==> src/rtl/find_first_arb_pkg.sv <==
// Shared constants and sizing helper for the find-first arbiter and its tree.
package find_first_arb_pkg;

  localparam int PRIO_FIXED = 0;
  localparam int PRIO_RR    = 1;

  // Index width never drops below one bit, so N=1 still has a usable index port.
  function automatic int calc_logn(input int n);
    return (n <= 2) ? 1 : $clog2(n);
  endfunction

endpackage

==> src/rtl/find_first_arb_tree.sv <==
// Combinational find-first tree: pairwise reduction of lanes, carrying data and index per node.
module find_first_tree
  import find_first_arb_pkg::*;
#(
  parameter  int N       = 4,
  parameter  int DATAW   = 8,
  parameter  int REVERSE = 0,
  localparam int LOGN    = calc_logn(N)
) (
  input  logic [N-1:0]       valid_i,
  input  logic [N*DATAW-1:0] data_i,
  output logic               valid_o,
  output logic [DATAW-1:0]   data_o,
  output logic [LOGN-1:0]    index_o
);

  localparam int P = 1 << LOGN;

  genvar l, j;
  for (l = 0; l <= LOGN; l++) begin : g_lvl
    localparam int W = P >> l;
    logic [W-1:0]       v;
    logic [DATAW-1:0]   d  [W];
    logic [LOGN-1:0]    ix [W];

    for (j = 0; j < W; j++) begin : g_node
      if (l == 0) begin : g_leaf
        // Padding leaves past N are permanently invalid, so they can never win.
        if (j < N) begin : g_real
          assign v[j] = valid_i[j];
          assign d[j] = data_i[j*DATAW +: DATAW];
        end else begin : g_pad
          assign v[j] = 1'b0;
          assign d[j] = '0;
        end
        assign ix[j] = LOGN'(j);
      end else begin : g_join
        logic take_lo;
        if (REVERSE == 0) begin : g_lo_first
          assign take_lo = g_lvl[l-1].v[2*j];
        end else begin : g_hi_first
          assign take_lo = ~g_lvl[l-1].v[2*j+1];
        end
        assign v[j]  = g_lvl[l-1].v[2*j] | g_lvl[l-1].v[2*j+1];
        assign d[j]  = take_lo ? g_lvl[l-1].d[2*j]  : g_lvl[l-1].d[2*j+1];
        assign ix[j] = take_lo ? g_lvl[l-1].ix[2*j] : g_lvl[l-1].ix[2*j+1];
      end
    end
  end

  assign valid_o = g_lvl[LOGN].v[0];
  assign data_o  = g_lvl[LOGN].d[0];
  assign index_o = g_lvl[LOGN].ix[0];

endmodule

==> src/rtl/find_first_arb.sv <==
// Registered find-first arbiter: fixed or round-robin lane select, one elastic output slot.
module find_first_arb
  import find_first_arb_pkg::*;
#(
  parameter  int N       = 4,
  parameter  int DATAW   = 8,
  parameter  int REVERSE = 0,
  parameter  int RR      = PRIO_FIXED,
  localparam int LOGN    = calc_logn(N)
) (
  input  logic               clk,
  input  logic               reset_n,
  input  logic [N-1:0]       valid_in,
  input  logic [N*DATAW-1:0] data_in,
  output logic [N-1:0]       grant_out,
  output logic               valid_out,
  output logic [DATAW-1:0]   data_out,
  output logic [LOGN-1:0]    index_out,
  input  logic               ready_out
);

  logic             any;
  logic [LOGN-1:0]  sel_idx;
  logic [DATAW-1:0] sel_data;
  logic             can_load;
  logic             fire;

  logic             valid_q, valid_d;
  logic [DATAW-1:0] data_q,  data_d;
  logic [LOGN-1:0]  index_q, index_d;

  if (RR == PRIO_RR) begin : g_rr
    logic [LOGN-1:0]  ptr_q, ptr_d;
    logic [N-1:0]     mask;
    logic [N-1:0]     masked;
    logic             m_v, u_v;
    logic [DATAW-1:0] m_d, u_d;
    logic [LOGN-1:0]  m_i, u_i;

    always_comb begin
      mask = '0;
      for (int i = 0; i < N; i++) mask[i] = (i >= int'(ptr_q));
    end
    assign masked = valid_in & mask;

    // Masked search covers ptr..N-1; the unmasked one supplies the wrap-around winner.
    find_first_tree #(.N(N), .DATAW(DATAW), .REVERSE(0)) u_masked (
      .valid_i(masked), .data_i(data_in), .valid_o(m_v), .data_o(m_d), .index_o(m_i)
    );
    find_first_tree #(.N(N), .DATAW(DATAW), .REVERSE(0)) u_full (
      .valid_i(valid_in), .data_i(data_in), .valid_o(u_v), .data_o(u_d), .index_o(u_i)
    );

    assign any      = u_v;
    assign sel_idx  = m_v ? m_i : u_i;
    assign sel_data = m_v ? m_d : u_d;

    always_comb begin
      ptr_d = ptr_q;
      if (fire) ptr_d = (sel_idx == LOGN'(N-1)) ? '0 : sel_idx + LOGN'(1);
    end

    always_ff @(posedge clk or negedge reset_n) begin
      if (!reset_n) ptr_q <= '0;
      else          ptr_q <= ptr_d;
    end
  end else begin : g_fixed
    find_first_tree #(.N(N), .DATAW(DATAW), .REVERSE(REVERSE)) u_tree (
      .valid_i(valid_in), .data_i(data_in), .valid_o(any), .data_o(sel_data), .index_o(sel_idx)
    );
  end

  // Gating with reset_n keeps grants silent while the slot is held in reset.
  assign can_load = ~valid_q | ready_out;
  assign fire     = any & can_load & reset_n;

  always_comb begin
    grant_out = '0;
    for (int i = 0; i < N; i++) grant_out[i] = fire && (sel_idx == LOGN'(i));
  end

  always_comb begin
    valid_d = valid_q;
    data_d  = data_q;
    index_d = index_q;
    if (fire) begin
      valid_d = 1'b1;
      data_d  = sel_data;
      index_d = sel_idx;
    end else if (ready_out) begin
      valid_d = 1'b0;
    end
  end

  always_ff @(posedge clk or negedge reset_n) begin
    if (!reset_n) begin
      valid_q <= 1'b0;
      data_q  <= '0;
      index_q <= '0;
    end else begin
      valid_q <= valid_d;
      data_q  <= data_d;
      index_q <= index_d;
    end
  end

  assign valid_out = valid_q;
  assign data_out  = data_q;
  assign index_out = index_q;

endmodule

==> config.mk <==
export PLATFORM = sky130hd
export DESIGN_NAME = find_first_arb
export DESIGN_NICKNAME = d
export VERILOG_FILES = /design/src/rtl/find_first_arb_pkg.sv /design/src/rtl/find_first_arb_tree.sv /design/src/rtl/find_first_arb.sv
export SDC_FILE = /design/constraint.sdc
export NUM_CORES = 1
export LEC_CHECK = 0
export BUFFER_PORTS_ARGS = -buffer_cell sky130_fd_sc_hd__buf_2
export CORE_ASPECT_RATIO = 0.75
export CORE_MARGIN = 2
export CORE_UTILIZATION = 41
export DETAILED_ROUTE_END_ITERATION = 10
export PLACE_DENSITY = 0.76
export SETUP_SLACK_MARGIN = 0.1
export SYNTH_ARGS = -nofsm -noshare
export SYNTH_HDL_FRONTEND = slang
export SYNTH_HIERARCHICAL = 1
export SYNTH_SLANG_ARGS = --single-unit
==> constraint.sdc <==
create_clock -name clk -period 2.6 [get_ports clk]
set_clock_uncertainty 0.2 [all_clocks]
set_input_delay 0.52 -clock clk [delete_from_list [all_inputs] [get_ports clk]]
set_output_delay 0.52 -clock clk [all_outputs]
set_load 0.01 [all_outputs]
# Word level (Yosys, flattened, before mapping)
# Cells that the tools add are included.
dict set report word_totals {
  regBits 11
  input_bits 39
  elab_cells 27
}
dict set report classes {
  n_eq_ne 3
  mux 8
  n_reduce_logical 6
  bitwise 7
}
# op n
set ops {}
lappend ops {{$mux W8} 3}
lappend ops {{$eq A2 B2 Y1 const B} 2}
lappend ops {{$logic_and A1 B1 Y1} 4}
lappend ops {{$mux W1} 4}
lappend ops {{$or A1 B1 Y1} 4}
lappend ops {{$and A1 B1 Y1} 2}
lappend ops {{$eq A2 B1 Y1 const B} 1}
lappend ops {{$logic_not A2 Y1} 1}
lappend ops {{$mux W2} 1}
lappend ops {{$reduce_bool A2 Y1} 1}
lappend ops {{$not A1 Y1} 1}

# Longest topological paths before layout
# Gate-level depths: netlist of the first run.
dict set report depth {
  word_depth 5
  depth_mapped 7
  ltp_nobuf 5
}

# Cells and area by module
# The synthesis of the first run kept the hierarchy.
# module cells_per_inst instances area_per_inst_um2 seq_area_each_um2
set modules_own_cells {}
lappend modules_own_cells {find_first_arb 31 1 496.7 275.3}
lappend modules_own_cells {find_first_tree 41 1 330.3 0.0}

# Worst setup path before layout of the first run
# OpenSTA, ideal clock, no wires.
dict set report synth_timing {
  path_kind {input to output}
  startpoint {input valid_in[1]}
  endpoint {output grant_out[3]}
  arrival_time_ns 1.614
  slack_ns 0.266
  n_path_buf 2
  cell_stages 7
  t_required_ns 1.880
  cell_sequence {buf_6 -> nor2_2 -> nand2_1 -> nand2_1 -> nor2b_4 -> buf_6 -> and3_2}
}
dict set report synth_between {
  word_cells_on_any_way 7
  classes_between {1 x eq/ne; 1 x mux; 4 x bitwise; 1 x reduce/logical}
}
# element line_no
set synth_rtl {}
lappend synth_rtl {{from (decl)} find_first_arb.sv:13} ;# input logic [N-1:0] valid_in,
lappend synth_rtl {{$or A1 B1 Y1} find_first_arb_tree.sv:44} ;# assign v[j] = g_lvl[l-1].v[2*j] | g_lvl[l-1].v[2*j+1];
lappend synth_rtl {{$mux W2} find_first_arb_tree.sv:46} ;# assign ix[j] = take_lo ? g_lvl[l-1].ix[2*j] : g_lvl[l-1].ix[2*j+1];
lappend synth_rtl {{net sel_idx[1]} find_first_arb.sv:23} ;# logic [LOGN-1:0] sel_idx;
lappend synth_rtl {{$eq A2 B2 Y1} find_first_arb.sv:79} ;# for (int i = 0; i < N; i++) grant_out[i] = fire && (sel_idx == LOGN'(i));
lappend synth_rtl {{$logic_and A1 B1 Y1} find_first_arb.sv:79}
lappend synth_rtl {{to (decl)} find_first_arb.sv:15} ;# output logic [N-1:0] grant_out,
# The timed path passes the listed nets, and every way through them passes these cells.

# Final worst setup path of the first run
dict set report layout_timing {
  startpoint {input valid_in[0]}
  endpoint {output grant_out[1]}
}
dict set report layout_between {
  word_cells_on_any_way 8
  classes_between {1 x eq/ne; 2 x mux; 4 x bitwise; 1 x reduce/logical}
}
# element line_no
set layout_rtl {}
lappend layout_rtl {{$or A1 B1 Y1} find_first_arb_tree.sv:44}
lappend layout_rtl {{$mux W2} find_first_arb_tree.sv:46}
lappend layout_rtl {{net sel_idx[1]} find_first_arb.sv:23}
lappend layout_rtl {{$eq A2 B1 Y1} find_first_arb.sv:79}
lappend layout_rtl {{$logic_and A1 B1 Y1} find_first_arb.sv:79}
# The timed path passes the listed nets, and every way through them passes these cells.

==> qor.txt, run 1 <==
Status = finished clean
Remaining antenna violation count = 0
CP max FO = 18
Final Core Density = 57.4%
WP buf/inv = 2
Setup bufs post-CTS = 0
Cts bufs inserted = 3
XOR/XNOR Fraction of Synth Area = 0%
Vias in the first global route = 750
CP cell instances = buf_2, nor2_2, nand2_1, nand3_1, nor3b_1, buf_2
Die Y = 42.9 um
R2r worst-path depth = 4
Synth cell types = 19
Mapped Avg Cell Area = 11.5 sq um
Overall Global Routing Usage = 19.0%
Worst Setup End Kind = output port
Slowest-stage cell, CP = buf_2
Most Frequent Cell on Critical Path = buf_2
Max-cap violations = 0
Least-Margin Pin Slew = 0.523 ns
Worst EP arrival = 1.57 ns
Routability Congestion = 0.655
Mapped Cells = 72
Post-synthesis sequential area ratio = 33.3%
Crit Path Category = in2out
Yosys top cell area share = 33.3%
Final period util = 88.2%
NetSw = 161 uW
Switch share = 30.4%
Clock Root Buffer = clkbuf_4
Post-Route WL = 2170 um
Tmin final = 2.29 ns
Die footprint = 2400 sq um
Top Ports = 54
Clock Sink Count = 11
WP data required = 1.88 ns
Final Hold Slack = 0.303 ns
Levels on crit path = 6
Most common cell after layout, fill and taps aside = buf_2
H-Tree Depth = 1
Reg power frac = 41.7%
Comb power frac = 36.5%
Area contributors post-synth = dfrtp_1, mux2_4, mux2i_1, nor3b_1, buf_6
# diodes = 0
DR vias/cell = 5.25
Cell Area, Synth = 827 sq um
Detailed Route Iter0 Violations = 11
Post-synthesis mux area share = 26.9%
VDD IR max = 402 uV
Max stage delay on crit path = 0.27 ns
Simple-gate portion of the synthesized area = 24.1%
First-pass GRT wire length = 3500 um
Layout area overhead = 36.2%
Syn_nets = 111
Max_slew headroom = 65.0%
Worst Setup Start Kind = input port
Drt pass-1 iters = 4
Wire per inst = 14.3 um
CTS tree = yes
Fin. Hold Viols = 0
Yosys reg bits = 11
Final Max Tran Viols = 0
Antenna violations before repair = 0
Core area = 1960 sq um
Hold Path Depth = 1
Share of cells above drive strength 1 = 59.4%
Final nets = 168
Internal = 370 uW
Initial Utilization = 42.2%
Leakage = 0.585 nW
Die Wd = 55.9 um
CP top delay family = simple AND/OR/NAND/NOR gates
Routed vias = 798
Most frequent cells in the layout = buf_2, dfrtp_1, nor3b_1
Setup TNS = 0 ns
Leading area contributor after synthesis = dfrtp_1
Setup violators final = 0
Hold Crit Class = reg2reg
IO buf count = 53
Synth Area in Compound Gates = 8.47%
Adder-Cell Fraction of Synth Area = 0%
Worst skew pair latency = 0.26 ns
Synth warn = 6
DRC Markers = 0
Row cnt = 14
RSZ-0062 raised after global routing = false
Clk slew on worst S/H paths = 0.07 ns
Largest family of logic cells by synthesized area = multiplexers
Overflow after GRT = 0
Largest net degree at the start of global routing = 19
Clock tree buffer depth = 2
Power per cell area = 472 nW/um^2
Clock Power Share = 21.8%
Max Fclk = 0.436 GHz
==> metal layers <==
layer / routed length (um) / track usage [%] / vias to the layer above
met5: 0 / 0 / -
met4: 14 / 1.43 / 0
met3: 170 / 7.32 / 6
met2: 1060 / 34.0 / 51
met1: 920 / 22.6 / 369
li1: - / - / 372
==> per-stage QoR <==
stage,std cells,instance area [sq um],setup slack [ns],power (mW)
2_1_floorplan,72,827,0.266,0.340
3_3_place_gp,147,1090,0.450,0.411
3_5_place_dp,147,1090,0.368,0.417
4_1_cts,152,1130,0.372,0.537
5_1_grt,152,1130,0.223,0.567
6_report,152,1130,0.306,0.531
==> registers in the layout, summed over array words and instances, names as in the netlist <==
signal and flops:
valid_out 1, index_out 2, data_out 8
==> logic make-up after synthesis <==
family | count (synthesis)
AO/OA/AOI/OAI | 9
multiplexers | 18
flip-flops | 11
buffers and inverters | 6
AND/OR/NAND/NOR | 28
==> power by group through the flow <==
stage / Combinational [mW] / Sequential [mW] / Clock (mW)
4_1_cts: 0.196 / 0.221 / 0.121
3_5_place_dp: 0.194 / 0.223 / 0
5_1_grt: 0.209 / 0.224 / 0.134
6_report: 0.194 / 0.221 / 0.116
2_1_floorplan: 0.103 / 0.237 / 0
3_3_place_gp: 0.188 / 0.223 / 0
==> final timing paths <==
kind / start / endpoint / slack (ns)
setup / recovery: valid_in[0] / grant_out[1] / 0.31
hold / removal: index_out[1] / index_out[1] / 0.30
setup reg to reg: valid_out / data_out[2] / 1.15
hold reg to reg: index_out[1] / index_out[1] / 0.30
max in group asynchronous: reset_n / data_out[2] / 1.27
min in group asynchronous: reset_n / index_out[1] / 0.57
==> timing repair <==
| item | CTS | global route |
|---|---|---|
| hold endpoints to repair | 11 | 0 |
| hold buffers | 1 | 0 |
| resized for setup | 0 | 0 |
==> final cells by class <==
| cell class | count | area [sq um] |
|---|---|---|
| Tap cell | 24 | 30.0 |
| Sequential cell | 11 | 275 |
| Clock inverter | 1 | 5.00 |
| Timing Repair Buffer | 57 | 298 |
| Fill cell | 181 | 836 |
| Clock buffer | 3 | 22.5 |
| Multi-Input combinational cell | 55 | 492 |
| Inverter | 1 | 3.75 |
==> cells in the mapped netlist (all sizes together) <==
| master | n |
|---|---|
| a211oi | 8 |
| a21oi | 1 |
| and3 | 1 |
| buf | 5 |
| dfrtp | 11 |
| inv | 1 |
| mux2 | 10 |
| mux2i | 8 |
| nand2 | 3 |
| nand2b | 1 |
| nand3 | 1 |
| nor2 | 2 |
| nor2b | 9 |
| nor3 | 1 |
| nor3b | 10 |
Power figures use the tool's default switching activity.
==> run 2, diff against run 1 <==
- CTS_CLUSTER_SIZE: default -> 28
- clock period: 2.6 -> 2.12 ns (I/O delays scaled with it)
==> run 2 against run 1 <==
Effect of this change: sequential share of layout area down 1.1 points; first-iteration DRC count down 82%; setup slack worse by 0.12 ns; largest cell class unchanged; register-to-register slack worse by 0.50 ns; clock power up 32%; final cell count up 2.6%; global-route usage up 0.18 points; critical path depth up 1; combinational power up 27%.
==> qor.txt, run 2 (synthesis results as in run 1) <==
Status = finished clean
Routed vias = 782 (-2.0%)
Row cnt = 14 (unchanged)
Fin. Hold Viols = 0 (unchanged)
Least-Margin Pin Slew = 0.268 ns (-0.255 ns)
# diodes = 0 (unchanged)
Die footprint = 2400 sq um (unchanged)
Die Wd = 55.9 um (unchanged)
Setup violators final = 0 (unchanged)
VDD IR max = 337 uV (-16%)
Largest net degree at the start of global routing = 15 (-4)
Hpwl dp = 1720 um
Crit Path Category = in2out
Clock tree buffer depth = 2 (unchanged)
Worst skew pair latency = 0.28 ns (+0.02 ns)
Final period util = 91.0%
Final nets = 172 (+2.4%)
DRC Markers = 0 (unchanged)
Hold Crit Class = in2reg
Die Y = 42.9 um (unchanged)
Max_slew headroom = 82.0% (+17 points)
Power per cell area = 569 nW/um^2 (+21%)
Cts bufs inserted = 3 (unchanged)
Top Ports = 54 (unchanged)
Tmin final = 1.93 ns
Core area = 1960 sq um (unchanged)
Routability Congestion = 0.875 (+34%)
WP data required = 1.50 ns (-0.38 ns)
Final Max Tran Viols = 0 (unchanged)
Post-Route WL = 2160 um (-0.14%)
Setup bufs post-CTS = 0 (unchanged)
Clock Root Buffer = clkbuf_4
Largest register FFs = 8 (unchanged)
Max Fclk = 0.518 GHz
DR vias/cell = 5.01 (-4.5%)
Layout area overhead = 42.4%
Max-cap violations = 0 (unchanged)
Share of cells above drive strength 1 = 61.4% (+2.0 points)
Remaining antenna violation count = 0 (unchanged)
Setup TNS = 0 ns (unchanged)
Drt pass-1 iters = 4 (unchanged)
Vias in the first global route = 774 (+3.2%)
Clk slew on worst S/H paths = 0.08 ns (about the same)
Most frequent cells in the layout = buf_2, dfrtp_1, nor3b_1
Worst Setup Start Kind = input port
Worst Setup End Kind = output port
IO buf count = 53 (unchanged)
CTS tree = yes
First-pass GRT wire length = 3450 um (-1.4%)
Detailed Route Iter0 Violations = 2 (-9)
Worst EP arrival = 1.31 ns (-0.26 ns)
Leakage = 0.608 nW (+3.8%)
Initial Utilization = 42.2% (unchanged)
Wire per inst = 13.9 um (-2.7%)
Overall Global Routing Usage = 19.1% (+0.18 points)
CP max FO = 10 (-8)
Antenna violations before repair = 0 (unchanged)
Clock Sink Count = 11 (unchanged)
Most common cell after layout, fill and taps aside = buf_2
H-Tree Depth = 1 (unchanged)
RSZ-0062 raised after global routing = false
Overflow after GRT = 0 (unchanged)
PnR worst setup slack = 0.190 ns (-0.116 ns)
Dpl ws = 0.199 ns (-0.170 ns)
## run 2: worst max-delay path, cell delays in order
cell     delay (ns)
buf_2          0.16
nor2_4         0.12
nand2_1        0.09
nand2_1        0.14
nor2b_4        0.05
and3_2         0.19
buf_2          0.13
## run 2: per-layer routing
| layer | routed length, um | track usage, % | vias to the layer above |
|---|---|---|---|
| li1 | - | - | 379 |
| met1 | 919 | 22.8 | 364 |
| met2 | 1060 | 32.9 | 35 |
| met3 | 149 | 5.49 | 4 |
| met4 | 32 | 7.62 | 0 |
| met5 | 0 | 0 | - |
## run 2: final cells by class
class / instances / area, sq um
clock buffer: 4 / 26.3
tap: 24 / 30.0
fill: 192 / 785
sequential: 11 / 275
multi-input combinational: 55 / 512
inverter: 1 / 3.75
timing repair buffer: 61 / 330
## run 2: final timing paths
| path | depth (start not counted) | start | slack, ns | to |
|---|---|---|---|---|
| worst min-delay path | 3 | ready_out | 0.22 | valid_out |
| worst max-delay path | 7 | valid_in[1] | 0.19 | grant_out[3] |
| worst min register to register | 1 | data_out[6] | 0.31 | data_out[6] |
| min in group asynchronous | 2 | reset_n | 0.38 | valid_out |
| worst max register to register | 4 | valid_out | 0.65 | data_out[2] |
| max in group asynchronous | 3 | reset_n | 1.14 | data_out[7] |
## run 2: report_power, final
part           internal [mW]  switching (mW)  total [mW]
Clock                 0.0729          0.0803       0.153
Combinational          0.142           0.105       0.247
Sequential             0.248          0.0218       0.270
## run 2: timing repair
item / in CTS / in global routing
hold buffers: 2 / 0
endpoints found under the setup margin: 0 / 3
gates resized for setup: 0 / 3
hold endpoints to repair: 4 / 0
## run 2: through the flow
step	hold slack, ns	instance area (sq um)	cells	power (mW)	utilization (%)
finish	0.220	1180	156	0.670	60.0
detailed placement	0.0682	1120	150	0.516	56.9
CTS	0.231	1160	156	0.665	59.2
floorplan	-0.0716	832	72	0.418	-
global route	0.249	1180	156	0.705	60.0
global placement	0.0639	1120	150	0.510	56.9
